===== src/rtl/ncl_seq_pkg.sv =====
// rtl/ncl_seq_pkg.sv - shared state encoding, rail constants and rail helper for ncl_add_seq
package ncl_seq_pkg;

  typedef enum logic [2:0] {
    IDLE,
    DATA_WAIT,
    NULL_WAIT,
    RESP,
    ERR
  } state_t;

  // Dual-rail pair encoding: {rail1, rail0}
  localparam logic [1:0] RAIL_NULL  = 2'b00;
  localparam logic [1:0] RAIL_DATA0 = 2'b01;
  localparam logic [1:0] RAIL_DATA1 = 2'b10;
  localparam logic [1:0] RAIL_ILL   = 2'b11;

  function automatic logic [1:0] rail_enc(input logic b);
    return b ? RAIL_DATA1 : RAIL_DATA0;
  endfunction

endpackage


===== src/rtl/ncl_add_seq_if.sv =====
// rtl/ncl_add_seq_if.sv - operand/result handshake bundle for ncl_add_seq
// master: operand producer / result consumer; slave: the sequencer.
interface ncl_add_seq_if #(
  parameter int WIDTH = 8
);
  logic             req_valid;
  logic             req_ready;
  logic [WIDTH-1:0] req_a;
  logic [WIDTH-1:0] req_b;
  logic             req_cin;
  logic             resp_valid;
  logic             resp_ready;
  logic [WIDTH-1:0] resp_sum;
  logic             resp_cout;

  modport master (
    output req_valid, req_a, req_b, req_cin, resp_ready,
    input  req_ready, resp_valid, resp_sum, resp_cout
  );

  modport slave (
    input  req_valid, req_a, req_b, req_cin, resp_ready,
    output req_ready, resp_valid, resp_sum, resp_cout
  );
endinterface


===== src/rtl/ncl_sync2.sv =====
// rtl/ncl_sync2.sv - parameterized two-flop synchronizer, async active-low reset
// Ports: clk, rst_n, i_d (async input bus), o_q (synchronized output).
module ncl_sync2 #(
  parameter int W = 1
) (
  input  logic         clk,
  input  logic         rst_n,
  input  logic [W-1:0] i_d,
  output logic [W-1:0] o_q
);
  logic [W-1:0] r_s1;
  logic [W-1:0] r_s2;

  always_ff @(posedge clk or negedge rst_n) begin
    if (!rst_n) begin
      r_s1 <= '0;
      r_s2 <= '0;
    end else begin
      r_s1 <= i_d;
      r_s2 <= r_s1;
    end
  end

  assign o_q = r_s2;
endmodule


===== src/rtl/ncl_add_seq.sv =====
// rtl/ncl_add_seq.sv - synchronous sequencer driving a dual-rail NCL ripple adder
// Ports: clk, init_n (async active-low reset), bus (ncl_add_seq_if.slave: req/resp
// handshakes), a_dr/b_dr/cin_dr (dual-rail operands out), sum_dr/cout_dr/comp_in
// (async adder results and completion in), comp_out (1 = request NULL), err/err_clr.
// Optional: NCL_SEQ_TIMEOUT_EN enables a TMO_CYCLES watchdog in DATA_WAIT/NULL_WAIT.
module ncl_add_seq
  import ncl_seq_pkg::*;
#(
  parameter int WIDTH      = 8,
  parameter int TMO_CYCLES = 255
) (
  input  logic               clk,
  input  logic               init_n,
  ncl_add_seq_if.slave       bus,
  output logic [2*WIDTH-1:0] a_dr,
  output logic [2*WIDTH-1:0] b_dr,
  output logic [1:0]         cin_dr,
  input  logic [2*WIDTH-1:0] sum_dr,
  input  logic [1:0]         cout_dr,
  input  logic               comp_in,
  output logic               comp_out,
  output logic               err,
  input  logic               err_clr
);
  localparam int SW = 2*WIDTH + 3;

  state_t             r_state;
  logic [2*WIDTH-1:0] r_a_dr, r_b_dr;
  logic [1:0]         r_cin_dr;
  logic               r_comp_out, r_req_ready, r_resp_valid, r_resp_cout, r_err;
  logic [WIDTH-1:0]   r_resp_sum;

  // Everything coming back from the adder is asynchronous to clk.
  logic [SW-1:0]      w_sync;
  logic [2*WIDTH-1:0] w_sum_s;
  logic [1:0]         w_cout_s;
  logic               w_comp_s;

  ncl_sync2 #(.W(SW)) u_sync (
    .clk   (clk),
    .rst_n (init_n),
    .i_d   ({comp_in, cout_dr, sum_dr}),
    .o_q   (w_sync)
  );

  assign {w_comp_s, w_cout_s, w_sum_s} = w_sync;

  logic               w_all_data, w_all_null, w_any_ill;
  logic [WIDTH-1:0]   w_sum_bits;
  logic [2*WIDTH-1:0] w_a_enc, w_b_enc;

  always_comb begin
    w_all_data = (w_cout_s == RAIL_DATA0) || (w_cout_s == RAIL_DATA1);
    w_all_null = (w_cout_s == RAIL_NULL);
    w_any_ill  = (w_cout_s == RAIL_ILL);
    w_sum_bits = '0;
    w_a_enc    = '0;
    w_b_enc    = '0;
    for (int i = 0; i < WIDTH; i++) begin
      if (!((w_sum_s[2*i +: 2] == RAIL_DATA0) || (w_sum_s[2*i +: 2] == RAIL_DATA1)))
        w_all_data = 1'b0;
      if (w_sum_s[2*i +: 2] != RAIL_NULL)
        w_all_null = 1'b0;
      if (w_sum_s[2*i +: 2] == RAIL_ILL)
        w_any_ill = 1'b1;
      w_sum_bits[i]     = w_sum_s[2*i+1];
      w_a_enc[2*i +: 2] = rail_enc(bus.req_a[i]);
      w_b_enc[2*i +: 2] = rail_enc(bus.req_b[i]);
    end
  end

  logic w_data_done, w_null_done, w_waiting, w_tmo, w_to_err;

  assign w_data_done = w_comp_s && w_all_data;
  assign w_null_done = !w_comp_s && w_all_null;
  assign w_waiting   = (r_state == DATA_WAIT) || (r_state == NULL_WAIT);

`ifdef NCL_SEQ_TIMEOUT_EN
  localparam int WD_W = $clog2(TMO_CYCLES + 1);
  logic [WD_W-1:0] r_wd;

  // Cleared outside the wait states and on the DATA_WAIT->NULL_WAIT hop,
  // so each wait state starts counting from zero.
  always_ff @(posedge clk or negedge init_n) begin
    if (!init_n)
      r_wd <= '0;
    else if (!w_waiting || ((r_state == DATA_WAIT) && w_data_done))
      r_wd <= '0;
    else
      r_wd <= r_wd + 1'b1;
  end

  assign w_tmo = (r_wd == WD_W'(TMO_CYCLES - 1));
`else
  assign w_tmo = 1'b0;
`endif

  // Illegal rails take priority over a simultaneous completion.
  assign w_to_err = w_waiting && (w_any_ill || w_tmo);

  always_ff @(posedge clk or negedge init_n) begin
    if (!init_n) begin
      r_state      <= IDLE;
      r_a_dr       <= '0;
      r_b_dr       <= '0;
      r_cin_dr     <= RAIL_NULL;
      r_comp_out   <= 1'b0;
      r_req_ready  <= 1'b1;
      r_resp_valid <= 1'b0;
      r_resp_sum   <= '0;
      r_resp_cout  <= 1'b0;
      r_err        <= 1'b0;
    end else if (w_to_err) begin
      r_state      <= ERR;
      r_err        <= 1'b1;
      r_a_dr       <= '0;
      r_b_dr       <= '0;
      r_cin_dr     <= RAIL_NULL;
      r_comp_out   <= 1'b0;
      r_req_ready  <= 1'b0;
      r_resp_valid <= 1'b0;
    end else begin
      case (r_state)
        IDLE: begin
          if (bus.req_valid) begin
            r_a_dr      <= w_a_enc;
            r_b_dr      <= w_b_enc;
            r_cin_dr    <= rail_enc(bus.req_cin);
            r_req_ready <= 1'b0;
            r_state     <= DATA_WAIT;
          end
        end
        DATA_WAIT: begin
          if (w_data_done) begin
            r_resp_sum  <= w_sum_bits;
            r_resp_cout <= w_cout_s[1];
            r_a_dr      <= '0;
            r_b_dr      <= '0;
            r_cin_dr    <= RAIL_NULL;
            r_comp_out  <= 1'b1;
            r_state     <= NULL_WAIT;
          end
        end
        NULL_WAIT: begin
          if (w_null_done) begin
            r_comp_out   <= 1'b0;
            r_resp_valid <= 1'b1;
            r_state      <= RESP;
          end
        end
        RESP: begin
          if (bus.resp_ready) begin
            r_resp_valid <= 1'b0;
            r_req_ready  <= 1'b1;
            r_state      <= IDLE;
          end
        end
        ERR: begin
          if (err_clr) begin
            r_err       <= 1'b0;
            r_req_ready <= 1'b1;
            r_state     <= IDLE;
          end
        end
        default: r_state <= IDLE;
      endcase
    end
  end

  assign a_dr           = r_a_dr;
  assign b_dr           = r_b_dr;
  assign cin_dr         = r_cin_dr;
  assign comp_out       = r_comp_out;
  assign err            = r_err;
  assign bus.req_ready  = r_req_ready;
  assign bus.resp_valid = r_resp_valid;
  assign bus.resp_sum   = r_resp_sum;
  assign bus.resp_cout  = r_resp_cout;
endmodule

===== src/flat_wrapper.sv =====
// flat-port wrapper written by rule: the top's interface ports become plain ports
module ncl_add_seq_flat import ncl_seq_pkg::*;
#(
  parameter int WIDTH      = 8,
  parameter int TMO_CYCLES = 255
)
  (clk, init_n, a_dr, b_dr, cin_dr, sum_dr, cout_dr, comp_in, comp_out, err, err_clr, bus_req_valid, bus_req_a, bus_req_b, bus_req_cin, bus_resp_ready, bus_req_ready, bus_resp_valid, bus_resp_sum, bus_resp_cout);
  ncl_add_seq_if #(.WIDTH(WIDTH)) bus_i ();
  input  logic clk;
  input  logic init_n;
  output logic [2*WIDTH-1:0] a_dr;
  output logic [2*WIDTH-1:0] b_dr;
  output logic [1:0] cin_dr;
  input  logic [2*WIDTH-1:0] sum_dr;
  input  logic [1:0] cout_dr;
  input  logic comp_in;
  output logic comp_out;
  output logic err;
  input  logic err_clr;
  input wire logic [$bits(bus_i.req_valid)-1:0] bus_req_valid;
  input wire logic [$bits(bus_i.req_a)-1:0] bus_req_a;
  input wire logic [$bits(bus_i.req_b)-1:0] bus_req_b;
  input wire logic [$bits(bus_i.req_cin)-1:0] bus_req_cin;
  input wire logic [$bits(bus_i.resp_ready)-1:0] bus_resp_ready;
  output wire logic [$bits(bus_i.req_ready)-1:0] bus_req_ready;
  output wire logic [$bits(bus_i.resp_valid)-1:0] bus_resp_valid;
  output wire logic [$bits(bus_i.resp_sum)-1:0] bus_resp_sum;
  output wire logic [$bits(bus_i.resp_cout)-1:0] bus_resp_cout;
  assign bus_i.req_valid = bus_req_valid;
  assign bus_i.req_a = bus_req_a;
  assign bus_i.req_b = bus_req_b;
  assign bus_i.req_cin = bus_req_cin;
  assign bus_i.resp_ready = bus_resp_ready;
  assign bus_req_ready = bus_i.req_ready;
  assign bus_resp_valid = bus_i.resp_valid;
  assign bus_resp_sum = bus_i.resp_sum;
  assign bus_resp_cout = bus_i.resp_cout;
  ncl_add_seq #(.WIDTH(WIDTH), .TMO_CYCLES(TMO_CYCLES)) u_core (.clk(clk), .init_n(init_n), .bus(bus_i), .a_dr(a_dr), .b_dr(b_dr), .cin_dr(cin_dr), .sum_dr(sum_dr), .cout_dr(cout_dr), .comp_in(comp_in), .comp_out(comp_out), .err(err), .err_clr(err_clr));
endmodule

===== config.mk =====
export PLATFORM = sky130hd
export DESIGN_NAME = ncl_add_seq_flat
export DESIGN_NICKNAME = d
export VERILOG_FILES = /design/src/rtl/ncl_seq_pkg.sv /design/src/rtl/ncl_add_seq_if.sv /design/src/rtl/ncl_sync2.sv /design/src/rtl/ncl_add_seq.sv /design/src/flat_wrapper.sv
export SDC_FILE = /design/constraint.sdc
export NUM_CORES = 1
export LEC_CHECK = 0
export CAP_MARGIN = 40
export CORE_ASPECT_RATIO = 0.5
export CORE_UTILIZATION = 45
export CTS_CLUSTER_DIAMETER = 150
export DETAILED_ROUTE_END_ITERATION = 12
export DONT_BUFFER_PORTS = 1
export PLACE_DENSITY = 0.61
export SETUP_SLACK_MARGIN = 0.2
export SLEW_MARGIN = 20
export SYNTH_ARGS = -nofsm -noshare
export SYNTH_HDL_FRONTEND = slang
export SYNTH_SLANG_ARGS = --single-unit
export TNS_END_PERCENT = 30

===== constraint.sdc =====
create_clock -name clk -period 2.3 [get_ports clk]
set_input_delay 0.69 -clock clk [delete_from_list [all_inputs] [get_ports clk]]
set_output_delay 0.69 -clock clk [all_outputs]
set_load 0.01 [all_outputs]

==> After elaboration in Yosys (flattened, before gate mapping) <==
Index checks and enable logic that the tools add are counted.
{ "op_classes": {"eq_ne": 36, "n_mux": 75, "bitwise": 1, "reduce_logical": 37} }
{ "op_table": {"columns": ["op", "n"], "rows": [
  ["2-to-1 mux 16 bit", 5],
  ["case mux 16 bit (2 select lines)", 2],
  ["2-to-1 mux 2 bit", 20],
  ["2-to-1 mux 1 bit", 37],
  ["== test 2 bit, second input constant", 18],
  ["nonzero test 2 bit", 10],
  ["== test 2 x 1 -> 1 bit, second input constant", 9],
  ["2-to-1 mux 3 bit", 6],
  ["case mux 3 bit (5 select lines)", 1],
  ["AND reduction 3 bit", 4],
  ["logical OR 1 bit", 10],
  ["!= test 3 x 2 -> 1 bit, second input constant", 3],
  ["nonzero test 3 bit", 3],
  ["== test 3 x 2 -> 1 bit, second input constant", 2],
  ["!= test 3 x 1 -> 1 bit, second input constant", 2],
  ["AND reduction 5 bit", 1],
  ["case mux 1 bit (2 select lines)", 2],
  ["case mux 2 bit (2 select lines)", 1],
  ["AND reduction 4 bit", 1],
  ["nonzero test 4 bit", 1],
  ["== test 3 x 1 -> 1 bit, second input constant", 1],
  ["== test 3 bit, second input constant", 1],
  ["logical AND 1 bit", 3],
  ["zero test 3 bit", 1],
  ["other kinds (5)", 5]
]} }
{ "word_totals": {"reg_bits": 88, "output_inout_bits": 47} }

==> Longest topological paths before layout <==
{ "logic_depth": {"word_depth": 14, "ltp_mapped": 9, "ltp_nobuf": 7} }

==> Modules after synthesis <==
A second synthesis with hierarchy kept.
{ "hier_totals": {"hier_cells": 303, "hier_area_um2": 3495.9} }
{ "by_module_without_submodules": {"columns": ["mod", "instances", "cells_each", "area_per_inst_um2", "seq_area_each_um2"], "rows": [
  ["ncl_add_seq", 1, 265, 2544.9, 1252.5],
  ["ncl_sync2", 1, 38, 950.9, 950.9]
]} }

==> Worst setup path before layout <==
Ideal clock, no wire load.
{ "synth_timing": {"path_type": "reg2reg", "from": "reg u_core.u_sync.r_s2[5] (netlist: u_core.u_sync.o_q[5])", "to": "reg u_core.r_a_dr[14] (netlist: u_core.a_dr[14])", "setup_time_ps": 125, "t_arrival_ps": 2094, "required_time_ps": 2175, "path_slack_ps": 81, "stages_incl_launch_ff": 10, "n_path_buf": 2, "period_less_slack_ps": 2219, "path_cell_list": "dfrtp_1 -> inv_1 -> ha_1 -> nand4_1 -> nor3_2 -> nor3_2 -> or4_1 -> buf_4 -> buf_6 -> mux2_4"} }
{ "synth_via": {"elab_chain_cells": 11, "word_cells_on_any_way": 23, "cone_classes": "eq/ne (5); mux (13); reduce/logical (5)"} }
{ "synth_lines": {"columns": ["element", "line", "rtl"], "rows": [
  ["start, declared", "ncl_sync2.sv:12", "logic [W-1:0] r_s2;"],
  ["start signal, assigned", "ncl_sync2.sv:20", "r_s2 <= r_s1;"],
  ["== test 2 x 1 -> 1 bit or == test 2 bit (tied branches)", "ncl_add_seq.sv:60", "if (!((w_sum_s[2*i +: 2] == RAIL_DATA0) || (w_sum_s[2*i +: 2] == RAIL_DATA1)))"],
  ["logical OR 1 bit", "ncl_add_seq.sv:60", null],
  ["2-to-1 mux 1 bit (6 in a row)", "ncl_add_seq.sv:60", null],
  ["logical AND 1 bit", "ncl_add_seq.sv:74", "assign w_data_done = w_comp_s && w_all_data;"],
  ["!= test 3 x 1 -> 1 bit (no line)", null, null],
  ["AND reduction 3 bit (no line)", null, null],
  ["end signal, assigned", "ncl_add_seq.sv:126", "r_a_dr <= w_a_enc;"],
  ["end, declared", "ncl_add_seq.sv:28", "logic [2*WIDTH-1:0] r_a_dr, r_b_dr;"]
]} }
Parallel ways exist; a longest one is shown, timed or not.
A chain may end at the register's enable or synchronous reset.

==> Worst setup path after layout <==
{ "layout_timing": {"from": "reg u_core.u_sync.r_s2[0] (netlist: u_core.u_sync.o_q[0])", "to": "reg u_core.r_b_dr[2] (netlist: u_core.b_dr[2])"} }
{ "layout_via": {"elab_chain_cells": 13, "word_cells_on_any_way": 27, "cone_classes": "eq/ne (5); mux (17); reduce/logical (5)"} }
{ "layout_lines": {"columns": ["element", "line", "rtl"], "rows": [
  ["== test 2 x 1 -> 1 bit or == test 2 bit (tied branches)", "ncl_add_seq.sv:60", null],
  ["logical OR 1 bit", "ncl_add_seq.sv:60", null],
  ["2-to-1 mux 1 bit (8 in a row)", "ncl_add_seq.sv:60", null],
  ["logical AND 1 bit", "ncl_add_seq.sv:74", null],
  ["!= test 3 x 1 -> 1 bit (no line)", null, null],
  ["AND reduction 3 bit (no line)", null, null],
  ["end signal, assigned", "ncl_add_seq.sv:127", "r_b_dr <= w_b_enc;"],
  ["end, declared", "ncl_add_seq.sv:28", null]
]} }
Parallel ways exist; a longest one is shown, timed or not.

==> flow_metrics.tcl <==
set metrics [dict create \
    outcome "finished with violations" \
    violations "negative setup slack" \
    p_sw_share_pct 32.9 \
    cpMostUsedCell "nor3_2" \
    synth.area.top_cells "dfrtp_1 (60%), ha_1 (6.2%), mux2i_1 (5.5%), mux2_4 (5.4%), inv_1 (4.1%)" \
    n_fill_cell 626 \
    grt_antenna_before_repair 0 \
    min_path_type "input pin to asynchronous set/reset pin" \
    yosysUniqueCellTypes 33 \
    grt_usage_pct 18.6 \
    rows 22 \
    fmax_mhz 424 \
    yosysTopAreaCell "dfrtp_1" \
    initial_core_util_pct 48.0 \
    cts_root_buf "clkbuf_16" \
    ant_nets 0 \
    die_x_um 129 \
    worst_slew_pin_slew_ps 484 \
    place_congestion 0.883 \
    crit_cells 8 \
    placedCellCount 421 \
    pin_count 88 \
    crit_path_end "u_core.b_dr[2]$_DFFE_PN0P_" \
    start_kind "register" \
    p_leak_nw 2.17 \
    grt_pass1_wl_mm 11.4 \
    worstPathCellList "inv_2 > ha_4 > nand4_1 > nor3_2 > nor3_2 > or4_4 > buf_12 > mux2_4" \
    seq_power_share_pct 42.8 \
    max_slew_margin_pct 67.3 \
    intPower_w 0.00360 \
    syn_area_per_cell_um2 12.1 \
    pwr-share-clk_pct 24.6 \
    via_per_inst 4.98 \
    cts_tree "done" \
    wl_per_cell_um 16.2 \
    cp_data_arrival_time_ps 2570 \
    clk_latency_ps 340 \
    ys_ff_latch 88 \
    async_reset_ff_share_pct 100 \
    syn_nets 359 \
    total_power_w 0.00536 \
    layout_setup_ws_ps -58.7 \
    die_area_mm2 0.00843 \
    critPathTopFamily "simple AND/OR/NAND/NOR gates" \
    netlist_area_mm2 0.00362 \
    drt-pass1-iter-count 4 \
    clk_pin_slew_ps 60 \
    grt_overflow_total 0 \
    r2r_setup_slack_ps -60 \
    synth-edff-count 0 \
    crit_required_ps 2510 \
    port_buffers 0 \
    grt_max_degree 89 \
    max_cap_violations 0 \
    critical_path.n_buffers_inverters 2 \
    cts.sinks 88 \
    cp_max_fo 8 \
    diodes 0 \
    final_util_pct 58.4 \
    yosysMostFrequentCell "dfrtp_1" \
    yosysTopAreaCellShare_pct 60.1 \
    grt_setup_unrepaired "true" \
    cts_buffers 9 \
    syn_inst 300 \
    finalMaxSlewViolations 0 \
    ir_drop_mv 0.624 \
    rr_endpoint "u_core.b_dr[2]$_DFFE_PN0P_" \
    yosys_warnings 0 \
    hold_viol 0 \
    clock-skew-final_ps 9.68 \
    critical_path_class "register to register" \
    power_switching_w 0.00176 \
    fin_nets 394 \
    core_mm2 0.00754 \
    tns_ps -912 \
    ff2ff_path_depth 8 \
    setup.worst_path.end_class "register" \
    power_density_mw_per_mm2 1220 \
    die_y_um 65.4 \
    vias 2233 \
    r2r-start "u_core.u_sync.o_q[0]$_DFF_PN0_" \
    drt_iter0_drc 120 \
    area_delta_synth_final_pct 21.7 \
    critPathSlowestCell "or4_4" \
    stdcell_count 448 \
    min_period_over_period_pct 103 \
    wl_mm 7.24 \
    ys.flop_type "dfrtp_1" \
    drive_above_1_share_pct 25.6 \
    setup_viol 27 \
    htreeDepth 3 \
    drc 0 \
    clock_path_buffers 2 \
    slowest_delay_ps 620 \
    min_period_ps 2360 \
    ys_seq_area_share_pct 60.9 \
    power_frac_comb_pct 32.6 \
    startpoint "u_core.u_sync.o_q[0]$_DFF_PN0_" \
    hpwl_mm 4.73 \
    synth_common_cells "dfrtp_1 (87), inv_1 (40), nand2_1 (34)" \
    grt_pass1_vias 2362 \
]
area by class of cell:
type	count	area, um^2	area share (%)
repair buffers	35	348	7.89
clock inverters	3	21.3	0.483
clock buffers	13	250	5.68
multi-input cells	161	1300	29.5
flip-flops and latches	88	2200	50.0
well taps	108	135	3.07
inverters	40	150	3.41
cell usage in the layout, fill, tap and decap left out, drive strengths merged:
cell type,instances
and4,1
o31ai,2
and3,1
nand2,34
nor4,1
dfrtp,87
mux2,18
xor2,1
a21oi,7
clkinv,2
buf,35
o41ai,1
mux2i,20
a311oi,1
o21ai,13
nand3,4
o22ai,1
clkinvlp,1
a31oi,1
nor2,22
clkbuf,13
nor3,7
nand4,4
o221ai,1
or4,2
dfstp,1
inv,40
ha,18
nand2b,1
metrics by stage:
stage / hold slack (ps) / cell area (um^2) / worst slack [ps]
after floorplan: 331 / 3630 / 82.1
after global placement: 332 / 3890 / -190
after detailed placement: 335 / 3890 / -188
after CTS: 32.1 / 4350 / -64.5
after global routing: 26.0 / 4410 / -105
final: 46.1 / 4410 / -58.7
routing by layer:
| layer | wire length (um) | track usage, % |
|---|---|---|
| met5 | 0 | 0 |
| met3 | 456 | 6.76 |
| met1 | 3120 | 21.4 |
| met2 | 3500 | 31.8 |
| met4 | 161 | 7.79 |
worst reg2reg max path: cells and delay by family, from the launching register on:
family	cells	cell delay, ps
buffers and inverters	2	260
multiplexers	1	290
flip-flops	1	370
AND/OR/NAND/NOR	4	1080
adder cells (fa/ha/maj)	1	260
registers in the layout, indices dropped and copies added (netlist names):
name	cells
u_core.u_sync.r_s1	19
u_core.u_sync.o_q	19
u_core.bus.resp_sum	8
u_core.bus.resp_cout	1
u_core.bus.resp_valid	1
u_core.cin_dr	2
u_core.r_state	3
u_core.a_dr	16
u_core.bus.req_ready	1
u_core.comp_out	1
u_core.err	1
u_core.b_dr	16
power groups by stage:
stage               combinational [W]  clock, W  sequential, W
floorplan                     0.00116         0        0.00223
global placement              0.00137         0        0.00231
detailed placement            0.00145         0        0.00232
CTS                           0.00170   0.00135        0.00230
global route                  0.00190   0.00142        0.00234
finish                        0.00174   0.00132        0.00229
how the worst min path moves through the flow:
| stage | end | slack [ps] | cells past startpoint |
|---|---|---|---|
| floorplan | u_core.u_sync.o_q[0]$_DFF_PN0_ | 330 | 0 |
| global placement | u_core.u_sync.o_q[16]$_DFF_PN0_ | 330 | 0 |
| detailed placement | u_core.u_sync.o_q[6]$_DFF_PN0_ | 330 | 0 |
| CTS | u_core.a_dr[0]$_DFFE_PN0P_ | 30 | 0 |
| global route | u_core.b_dr[13]$_DFFE_PN0P_ | 30 | 0 |
| finish | u_core.b_dr[13]$_DFFE_PN0P_ | 50 | 0 |
timing repair:
item                       CTS  global route
resized for setup           14             9
buffers inserted             8             0
hold endpoints to repair     0             0
hold buffers                 0             0
pin swaps                    9             4
setup endpoints to repair   47            43
gates cloned                 2             0
kinds of logic after synthesis:
family	after synthesis	share of synthesized area, %
compound gates	27	4.53
xor+xnor	1	0.242
fa+ha+maj	18	6.22
buf+inv	51	6.05
flops	88	60.9
mux	38	12.5
simple gates	77	9.61
Power figures use the tool's default switching activity.
